File: config.mk
export PLATFORM = sky130hd
export DESIGN_NAME = rob_retire
export DESIGN_NICKNAME = d
export VERILOG_FILES = /design/src/rtl/rob_retire.sv
export SDC_FILE = /design/constraint.sdc
export NUM_CORES = 1
export LEC_CHECK = 0
export CAP_MARGIN = 10
export CORE_UTILIZATION = 45
export CTS_BUF_LIST = sky130_fd_sc_hd__clkbuf_4
export DETAILED_ROUTE_END_ITERATION = 10
export GPL_ROUTABILITY_DRIVEN = 0
export HOLD_SLACK_MARGIN = 0.03
export MAX_ROUTING_LAYER = met4
export PLACE_DENSITY = 0.66
export SKIP_LAST_GASP = 1
export SLEW_MARGIN = 10
export SYNTH_ARGS = -nofsm -noshare
export SYNTH_HDL_FRONTEND = slang
export SYNTH_SLANG_ARGS = --single-unit
File: constraint.sdc
create_clock -name i_clk -period 2.65 [get_ports i_clk]
set_input_delay 0.265 -clock i_clk [delete_from_list [all_inputs] [get_ports i_clk]]
set_output_delay 0.265 -clock i_clk [all_outputs]
set_load 0.01 [all_outputs]
File: src/rtl/rob_retire.sv
// Reorder buffer with in-order, single-wide retire. Dispatch allocates at the tail,
// functional units complete entries by tag, and the head retires once it is done.
module rob_retire #(
  parameter int DEPTH  = 8,
  parameter int PTR_W  = 3,
  parameter int OPC_W  = 4,
  parameter int REG_W  = 4,
  parameter int DATA_W = 16
) (
  input  logic              i_clk,
  input  logic              i_rst,
  input  logic              i_alloc_valid,
  input  logic [OPC_W-1:0]  i_alloc_opcode,
  input  logic [REG_W-1:0]  i_alloc_dest,
  output logic              o_alloc_ready,
  output logic [PTR_W-1:0]  o_alloc_tag,
  input  logic              i_wb_valid,
  input  logic [PTR_W-1:0]  i_wb_tag,
  input  logic [DATA_W-1:0] i_wb_value,
  output logic              o_commit_valid,
  output logic [PTR_W-1:0]  o_commit_tag,
  output logic [OPC_W-1:0]  o_commit_opcode,
  output logic [REG_W-1:0]  o_commit_dest,
  output logic [DATA_W-1:0] o_commit_value,
  output logic              o_commit_rf_we,
  output logic              o_commit_st,
  output logic [PTR_W:0]    o_count,
  output logic              o_empty
);

  localparam logic [OPC_W-1:0] OPC_STORE = OPC_W'(4);
  localparam logic [PTR_W:0]   CNT_FULL  = (PTR_W+1)'(DEPTH);

  logic [DEPTH-1:0]  r_busy, r_done;
  logic [OPC_W-1:0]  r_opc  [DEPTH];
  logic [REG_W-1:0]  r_dest [DEPTH];
  logic [DATA_W-1:0] r_val  [DEPTH];
  logic [PTR_W-1:0]  r_head, r_tail;
  logic [PTR_W:0]    r_count;

  logic              r_cv;
  logic [PTR_W-1:0]  r_ctag;
  logic [OPC_W-1:0]  r_copc;
  logic [REG_W-1:0]  r_cdest;
  logic [DATA_W-1:0] r_cval;

  logic w_alloc, w_retire, w_wb_hit;

  // Readiness uses pre-edge count, so a full ROB refuses even while retiring.
  assign o_alloc_ready = (r_count != CNT_FULL);
  assign o_alloc_tag   = r_tail;
  assign o_count       = r_count;
  assign o_empty       = (r_count == '0);

  assign w_alloc  = i_alloc_valid && o_alloc_ready;
  assign w_retire = r_busy[r_head] && r_done[r_head];
  assign w_wb_hit = i_wb_valid && r_busy[i_wb_tag];

  always_ff @(posedge i_clk) begin
    if (i_rst) begin
      r_busy  <= '0;
      r_done  <= '0;
      r_head  <= '0;
      r_tail  <= '0;
      r_count <= '0;
      r_cv    <= 1'b0;
      r_ctag  <= '0;
      r_copc  <= '0;
      r_cdest <= '0;
      r_cval  <= '0;
    end else begin
      if (w_wb_hit) r_done[i_wb_tag] <= 1'b1;
      // Retire clears after writeback so a late writeback cannot revive a freed slot.
      if (w_retire) begin
        r_busy[r_head] <= 1'b0;
        r_done[r_head] <= 1'b0;
        r_head         <= r_head + 1'b1;
      end
      if (w_alloc) begin
        r_busy[r_tail] <= 1'b1;
        r_done[r_tail] <= 1'b0;
        r_tail         <= r_tail + 1'b1;
      end
      case ({w_alloc, w_retire})
        2'b10:   r_count <= r_count + 1'b1;
        2'b01:   r_count <= r_count - 1'b1;
        default: r_count <= r_count;
      endcase
      r_cv <= w_retire;
      if (w_retire) begin
        r_ctag  <= r_head;
        r_copc  <= r_opc[r_head];
        r_cdest <= r_dest[r_head];
        r_cval  <= r_val[r_head];
      end
    end
  end

  // Payload storage carries no reset; busy/done qualify every use.
  always_ff @(posedge i_clk) begin
    if (w_wb_hit) r_val[i_wb_tag] <= i_wb_value;
    if (w_alloc) begin
      r_opc[r_tail]  <= i_alloc_opcode;
      r_dest[r_tail] <= i_alloc_dest;
    end
  end

  assign o_commit_valid  = r_cv;
  assign o_commit_tag    = r_ctag;
  assign o_commit_opcode = r_copc;
  assign o_commit_dest   = r_cdest;
  assign o_commit_value  = r_cval;
  assign o_commit_rf_we  = r_cv && (r_copc != OPC_STORE);
  assign o_commit_st     = r_cv && (r_copc == OPC_STORE);

endmodule

-- Yosys cells after proc, flatten, opt, wreduce, memory -nomap -nowiden
Memories as Yosys holds them, arrays and structs flattened. A register that Yosys moved wholly into a read port is not among the register bits.
Index checks and enable logic that the tools add are counted.
- add/sub/neg operators: 4
- magnitude comparators: 6
- eq/ne operators: 5
- muxes and demuxes: 25
- bitwise logic cells: 7
- reductions and logical operators: 10
- operators by type and width (cell ; count):
    $mux W8 ; 8
    $and A8 B8 Y8 ; 3
    $not A8 Y8 ; 2
    $or A8 B8 Y8 ; 2
    $lt A3 B4 Y1 const B ; 3
    $mux W1 ; 10
    $bmux W1 S3 ; 3
    $demux W1 S3 ; 3
    $ge A3 B1 Y1 const B ; 3
    $logic_and A1 B1 Y1 ; 8
    $pmux W4 S2 ; 1
    $add A3 B1 Y3 const B ; 2
    $add A4 B1 Y4 const B ; 1
    $eq A4 B3 Y1 const B ; 1
    $logic_not A4 Y1 ; 1
    $ne A4 B3 Y1 const B ; 1
    $ne A4 B4 Y1 const B ; 1
    $sub A4 B1 Y4 const B ; 1
    $eq A2 B1 Y1 const B ; 1
    $eq A2 B2 Y1 const B ; 1
    $reduce_bool A2 Y1 ; 1
- register bits: 30
- memory bits (writable): 192
- bits of input ports: 31
- output and inout bits: 39
- word-level logic and storage cells: 67
- memories kept: 3
- memory list (name ; depth ; bits a word ; read ports ; clocked after Yosys merged registers in ; wr ports ; RTL line ; text):
    r_val ; 8 ; 16 ; 1 ; 1 ; 1 ; 37 ; logic [DATA_W-1:0] r_val [DEPTH];
    r_dest ; 8 ; 4 ; 1 ; 1 ; 1 ; 36 ; logic [REG_W-1:0] r_dest [DEPTH];
    r_opc ; 8 ; 4 ; 1 ; 1 ; 1 ; 35 ; logic [OPC_W-1:0] r_opc [DEPTH];

-- Logic depth before layout (Yosys ltp)
Gate-level depths: netlist of the first run.
- depth in word-level cells: 12
- depth in mapped cells: 14
- gate-level depth less buffers: 11

-- Worst setup path before layout of the first run
Ideal clock, no wire load.
- path kind: flip-flop to flip-flop
- start: register r_head[0]
- end: register r_count[2], in the netlist o_count[2]
- library setup time: 0.070 ns
- arrival time: 2.882 ns
- data required time: 2.580 ns
- slack: -0.303 ns
- cell stages (with the launch flop): 14
- path buffers: 2
- clock period less this slack: 2.953 ns
- cell sequence: dfxtp_1 > mux4_2 > mux2_2 > a21bo_1 > buf_6 > inv_4 > buf_4 > ha_1 > xor2_1 > ha_1 > a21oi_1 > xor2_1 > or3_1 > a21oi_1
- word-level cells in the longest chain between the ends: 5
- elaborated cells on any way between the ends: 9
- those cells by class: eq/ne: 2; mux: 5; reduce/logical: 2
- RTL lines (what ; RTL line ; text):
    start: declaration ; 38 ; logic [PTR_W-1:0] r_head, r_tail;
    start signal: assignment ; 77 ; r_head <= r_head + 1'b1;
    $bmux W1 S3 ; 56 ; assign w_retire = r_busy[r_head] && r_done[r_head];
    $mux W1 (implied by the code) ; 56 ;
    $logic_and A1 B1 Y1 * ; 56 ;
    net w_retire ; 47 ; logic w_alloc, w_retire, w_wb_hit;
    $eq A2 B1 Y1 / $eq A2 B2 Y1 (equally long branches) ; 84 ; case ({w_alloc, w_retire})
    $pmux W4 S2 / $reduce_bool A2 Y1 (equally long branches) ; n/a ;
    end signal: assignment ; 85 ; 2'b10: r_count <= r_count + 1'b1;
    end signal: assignment ; 86 ; 2'b01: r_count <= r_count - 1'b1;
    end signal: assignment ; 87 ; default: r_count <= r_count;
    end: declaration ; 39 ; logic [PTR_W:0] r_count;
Mark *: on every way through the listed nets, which the timed path passes. The rest lies on a longest branch. The select of a mux whose other input is x is not followed.
A chain may end at the register's enable or synchronous reset.

-- Worst setup path after layout of the first run
- start: register r_head[0]
- end: register r_count[2], in the netlist o_count[2]
- word-level cells in the longest chain between the ends: 5
- elaborated cells on any way between the ends: 9
- those cells by class: eq/ne: 2; mux: 5; reduce/logical: 2
- RTL lines (what ; RTL line):
    $bmux W1 S3 ; 56
    $mux W1 (implied by the code) ; 56
    $logic_and A1 B1 Y1 * ; 56
    $eq A2 B1 Y1 / $eq A2 B2 Y1 (equally long branches) ; 84
    $pmux W4 S2 / $reduce_bool A2 Y1 (equally long branches) ; n/a
Mark *: on every way between the ends. The rest lies on a longest branch, timed or not. The select of a mux whose other input is x is not followed.

==> flow_metrics.env, run 1 <==
export IMPL_synth_area_leaders="edfxtp_1 (59%), dfxtp_1 (11%), mux2i_1 (3.5%)"
export IMPL_fillers=1677
export IMPL_rows=53
export IMPL_dr_total_vias=6271
export IMPL_clockPowerShare_pct=39.7
export IMPL_area_growth_pct=20.5
export IMPL_power_frac_seq_pct=56.9
export IMPL_drt_wirelength_per_cell_um=20.9
export IMPL_gr_usage_all_layers_pct=22.2
export IMPL_swShare_pct=21.5
export IMPL_grt_pass1_vias=6396
export IMPL_combPwrFrac_pct=3.4
export IMPL_grt_max_degree=52
export IMPL_setup_viol=0
export IMPL_syn_area_sq_um=9750
export IMPL_core_sq_um=21200
export IMPL_finalClockSkew_ps=28.5
export IMPL_ys_flop_type="edfxtp_1"
export IMPL_drive_above_1_share_pct=23.6
export IMPL_fp_dieW_um=149
export IMPL_crit_path_max_fanout=5
export IMPL_die_area_sq_um=22300
export IMPL_cp_end_kind="flip-flop"
export IMPL_whs_path_depth=3
export IMPL_cts_root_buffer="clkbuf_4"
export IMPL_via_per_inst=5.68
export IMPL_avgSynthCellArea_sq_um=15.1
export IMPL_grt_pass1_wl_um=35700
export IMPL_ys_seq_area_share_pct=70.2
export IMPL_insertion_delay_ps=680
export IMPL_finalCritPeriodShare_pct=99.6
export IMPL_synthArstFlopShare_pct=0
export IMPL_io_pins=70
export IMPL_utilization_pct=55.6
export IMPL_p_per_area_nw_per_um2=630
export IMPL_globalRoute_totalOverflow=0
export IMPL_ys_ff_latch=246
export IMPL_antenna_left=0
export IMPL_syn_nets=682
export IMPL_fin_nets=817
export IMPL_synth_warnings=0
export IMPL_multi_input_area_sq_um=2760
export IMPL_numCtsBuffers=59
export IMPL_maxSlewViolCount=0
export IMPL_die_height_um=149
export IMPL_yosys_area_top_type_share_pct=59.1
export IMPL_p_leak_nw=3.83
export IMPL_rsz0062_at_grt="yes"
export IMPL_fin_ws_ps=11.5
export IMPL_grt_antenna_before_repair=1
export IMPL_post_synth_num_cell_types=55
export IMPL_synth_edf_count=192
export IMPL_synth_top_cell_by_area="edfxtp_1"
export IMPL_p_int_mw=5.81
export IMPL_drc=0
export IMPL_seq_area_sq_um=6850
export IMPL_cts_buffer_depth=3
export IMPL_htree_levels=2
export IMPL_critPathKind="flip-flop to flip-flop"
export IMPL_p_switching_mw=1.59
export IMPL_routed_wirelength_um=23000
export IMPL_status="finished clean"
export IMPL_place_ws_ps=-54.3
export IMPL_clk_pin_slew_worst_paths_ps=60
export IMPL_start_util_pct=46.1
export IMPL_synth_common_cells="edfxtp_1 (192), nor2_1 (55), dfxtp_1 (54)"
export IMPL_fin_crit_ps=2640
export IMPL_yosysMostFrequentCell="edfxtp_1"
export IMPL_drv_cap=0
export IMPL_slew_headroom_pct=27.3
export IMPL_cp_start_kind="flip-flop"
export IMPL_finalHoldViolCount=0
export IMPL_hpwl_um=14200
export IMPL_port_buffers=69
export IMPL_worstMarginPinSlew_ps=1090
export IMPL_r2r_cells=11
export IMPL_synthCells=646
export IMPL_p_total_mw=7.40
export IMPL_cp_data_required_time_ps=3240
export IMPL_first_pass_iters=5
export IMPL_cts_sinks=246
export IMPL_cts_tree="done"
export IMPL_drt_iter0_drc=495
export IMPL_fmax_mhz=379
export IMPL_crit_arrival_ps=3220
export IMPL_ir_worst_vdd_v=0.000254
export IMPL_hold_path_class="primary input to flip-flop"
[critical path: stages (launching register included)]
cell and delay (ps):
dfxtp_4 380, mux4_2 520, mux2_4 280, a21bo_4 200, inv_6 50, ha_4 170
xor2_1 130, ha_2 200, a21oi_2 40, xor2_1 140, or3_1 320, a21oi_2 120
[registers in the layout (all words and copies together) (netlist names)]
register	count
r_val	128
r_dest	32
r_opc	32
o_commit_value	16
r_busy	8
r_done	8
o_commit_dest	4
o_commit_opcode	4
o_count	4
o_alloc_tag	3
o_commit_tag	3
r_head	3
o_commit_valid	1
[worst paths after layout]
check                                   startpoint                  to  slack [ps]
worst max-delay path                     r_head[0]          o_count[2]          10
worst min-delay path                 i_alloc_valid      o_alloc_tag[1]         310
worst max register to register           r_head[0]          o_count[2]          10
worst min register to register  o_commit_value[11]  o_commit_value[11]         510
[stage by stage]
stage / area, sq um / setup TNS [ps] / instances / hold WS (ps)
floorplan: 9780 / -138 / 646 / 364
global placement: 10900 / -30.6 / 992 / 485
detailed placement: 10900 / -92.7 / 992 / 492
CTS: 11700 / 0 / 1101 / 250
global route: 11800 / -161 / 1104 / 282
finish: 11800 / 0 / 1104 / 307
[routing by layer]
| layer | GRT usage, % | vias to the layer above | share of wire [%] |
|---|---|---|---|
| met5 | - | - | 0 |
| met4 | 8.27 | 0 | 2.4 |
| met3 | 5.14 | 50 | 7.3 |
| met2 | 34.8 | 270 | 49 |
| met1 | 28.1 | 3110 | 42 |
| li1 | - | 2841 | - |
[cell families (layout without fill, tap and decap cells)]
group	after synthesis	count (layout)	share of synthesized area (%)
and+or+nand+nor	134	134	6.35
other	0	1	0
DFF	246	246	70.2
AOI/OAI and AO/OA	140	140	10.8
xor gates and xnor gates	6	6	0.539
muxes	67	67	9.03
buffers and inverters	48	230	2.45
adders and majority gates	5	5	0.641
[repair_timing]
action                                  in CTS  in global routing
setup buffers                                0                  2
endpoints found under the hold margin        9                  0
resized for setup                            3                  5
hold buffers                                 1                  0
pin swaps                                    1                  2
endpoints found under the setup margin       2                  6
[power groups by stage]
stage / Combinational [mW] / Clock [mW] / Sequential, mW
6_report: 0.252 / 2.94 / 4.21
4_1_cts: 0.249 / 3.02 / 4.21
3_5_place_dp: 0.246 / 0 / 4.30
5_1_grt: 0.273 / 3.24 / 4.21
2_1_floorplan: 0.0937 / 0 / 4.30
3_3_place_gp: 0.237 / 0 / 4.30
[final cells by class]
type | instances | share of cell area, %
sequential | 246 | 58.3
inverter | 8 | 0.298
timing repair buffer | 114 | 8.71
clock buffer | 87 | 5.56
tap | 275 | 2.93
multi-input combinational | 352 | 23.4
clock inverter | 21 | 0.724
antenna | 1 | 0.0213
[placed cells by master (no fill, tap or decap), types with 17 or more instances in the layout]
master / count
nand2_1: 32
mux2i_1: 34
clkdlybuf4s50_1: 68
clkinv_1: 18
nor2_1: 55
buf_4: 43
edfxtp_1: 192
a21oi_1: 23
o21ai_0: 24
dfxtp_1: 52
clkbuf_4: 87
mux2_2: 17
Note: power is estimated with default switching activity, not from simulation.
==> run 2: changes to the inputs <==
--- a/config.mk
+++ b/config.mk
@@ -5,7 +5,8 @@
 export SDC_FILE = /design/constraint.sdc
 export NUM_CORES = 1
 export LEC_CHECK = 0
-export CAP_MARGIN = 10
+export CAP_MARGIN = 20
+export CORE_ASPECT_RATIO = 2
 export CORE_UTILIZATION = 45
 export CTS_BUF_LIST = sky130_fd_sc_hd__clkbuf_4
 export DETAILED_ROUTE_END_ITERATION = 10
==> run 2 against run 1 <==
Net effect:
- final area decreased by 0.59%
- final cell count decreased by 1.4%
- sequential cell count unchanged
- sequential share of layout area increased by 0.34 points
- total power decreased by 1.4%
- critical path type unchanged
==> flow_metrics.env, run 2 (synthesis gave the netlist of run 1 again) <==
export IMPL_crit_chain="mux4_2 > mux2_2 > a21bo_4 > inv_6 > ha_4 > xor2_2 > ha_2 > a21oi_2 > xor2_1 > or3_1 > a21oi_1"
export IMPL_utilization_pct=55.3
export IMPL_layout_commonest_cell="edfxtp_1"
export IMPL_reg_top3="r_val (128), r_dest (32), r_opc (32)"
export IMPL_area_growth_pct=19.8
export IMPL_regMostFlops="r_val"
export IMPL_critPathKind="flip-flop to flip-flop"
export IMPL_p_leak_nw=3.81
export IMPL_status="finished clean"
export IMPL_fmax_mhz=383
export IMPL_drt_iter0_drc=408
export IMPL_routed_wirelength_um=24000
export IMPL_layout_common_cells="edfxtp_1 (192), clkbuf_4 (76), clkdlybuf4s50_1 (68), nor2_1 (55), dfxtp_1 (52)"
export IMPL_dr_total_vias=6278
export IMPL_drive_above_1_share_pct=23.6
export IMPL_worstMarginPinSlew_ps=1090
export IMPL_fp_dieW_um=106
export IMPL_finalCritPeriodShare_pct=98.6
export IMPL_globalRoute_totalOverflow=0
export IMPL_rsz0062_at_grt="yes"
export IMPL_cts_buffer_depth=3
export IMPL_critPathMaxStageDelay_ps=510
export IMPL_hold_path_class="primary input to flip-flop"
export IMPL_port_buffers=69
export IMPL_fin_crit_ps=2610
export IMPL_io_pins=70
export IMPL_r2r_cells=11
export IMPL_hold_buffers=0
export IMPL_cts_sinks=246
export IMPL_slew_headroom_pct=26.7
export IMPL_largest_register_ffs=128
export IMPL_hpwl_um=16000
export IMPL_die_height_um=210
export IMPL_htree_levels=2
export IMPL_drc=0
export IMPL_ir_worst_vdd_v=0.000340
export IMPL_setup_viol=0
export IMPL_grt_max_degree=57
export IMPL_finalHoldViolCount=0
export IMPL_whs_path_depth=3
export IMPL_first_pass_iters=5
export IMPL_fin_nets=813
export IMPL_drv_cap=0
export IMPL_crit_arrival_ps=3220
export IMPL_cp_end_kind="flip-flop"
export IMPL_insertion_delay_ps=680
export IMPL_via_per_inst=5.76
export IMPL_die_area_sq_um=22300
export IMPL_grt_pass1_vias=6622
export IMPL_crit_slowest_cell="mux4_2"
export IMPL_p_per_area_nw_per_um2=625
export IMPL_rows=75
export IMPL_cts_tree="done"
export IMPL_numCtsBuffers=52
export IMPL_clk_pin_slew_worst_paths_ps=80
export IMPL_crit_path_max_fanout=5
export IMPL_start_util_pct=46.2
export IMPL_core_sq_um=21100
export IMPL_fillers=1747
export IMPL_grt_pass1_wl_um=36600
export IMPL_gr_usage_all_layers_pct=22.8
export IMPL_antenna_left=0
export IMPL_drt_wirelength_per_cell_um=22.0
export IMPL_p_total_mw=7.30
export IMPL_grt_antenna_before_repair=1
export IMPL_cts_root_buffer="clkbuf_4"
export IMPL_finalClockSkew_ps=37.2
export IMPL_cp_start_kind="flip-flop"
export IMPL_cp_data_required_time_ps=3260
export IMPL_maxSlewViolCount=0
-- run 2: metal layers --
metal / vias up / routed length, um / track usage, % / share of wire (%)
met5: - / 0 / - / 0
met4: 0 / 1560 / 15.3 / 6.5
met3: 109 / 1300 / 3.62 / 5.4
met2: 286 / 13000 / 40.4 / 54
met1: 3072 / 8170 / 22.7 / 34
li1: 2811 / - / - / -
-- run 2: timing repair --
item                                   in CTS  in global routing
endpoints found under the hold margin       0                  0
setup buffers                               0                  1
setup endpoints to repair                   2                 10
pin swaps                                   0                  1
resized for setup                           3                  2
-- run 2: where the power goes --
group          leakage [nW]  switching, mW  total [mW]  internal [mW]
Combinational          1.23          0.138       0.244          0.106
Clock                 0.413           1.41        2.84           1.43
Sequential             2.17         0.0255        4.21           4.19
-- run 2: path summary, 6_finish.rpt --
check,from,slack (ps),endpoint
worst max-delay path,r_head[0],40,o_count[2]
worst min-delay path,i_rst,170,r_busy[6]
worst max register to register,r_head[0],40,o_count[2]
worst min register to register,o_commit_value[7],500,o_commit_value[7]
-- run 2: critical path, delay by kind of cell, from the launching register on --
kind	cells	cell delay, ps
and+or+nand+nor	1	300
adders and majority gates	2	360
DFF	1	380
AOI/OAI and AO/OA	3	440
muxes	2	790
xor gates and xnor gates	2	240
buffers and inverters	1	40
-- run 2: metrics by stage --
| stage | hold slack [ps] | worst slack, ps | cell area (sq um) | TNS, ps | cells |
|---|---|---|---|---|---|
| after floorplan | 364 | -72.4 | 9780 | -138 | 646 |
| after global placement | 495 | 33.5 | 11000 | 0 | 990 |
| after detailed placement | 491 | -38.1 | 11000 | -40.2 | 991 |
| after CTS | 141 | 38.9 | 11700 | 0 | 1087 |
| after global routing | 158 | -50.4 | 11700 | -222 | 1089 |
| final | 167 | 36.3 | 11700 | 0 | 1089 |
-- run 2: final cells by class --
| cell class | count | area (sq um) | area share [%] |
|---|---|---|---|
| repair buffers | 117 | 1050 | 9.02 |
| inverters | 8 | 35.0 | 0.300 |
| diodes | 1 | 2.50 | 0.0214 |
| flip-flops and latches | 246 | 6850 | 58.7 |
| clock inverters | 20 | 110 | 0.942 |
| multi-input cells | 352 | 2720 | 23.3 |
| well taps | 269 | 337 | 2.88 |
| clock buffers | 76 | 571 | 4.88 |
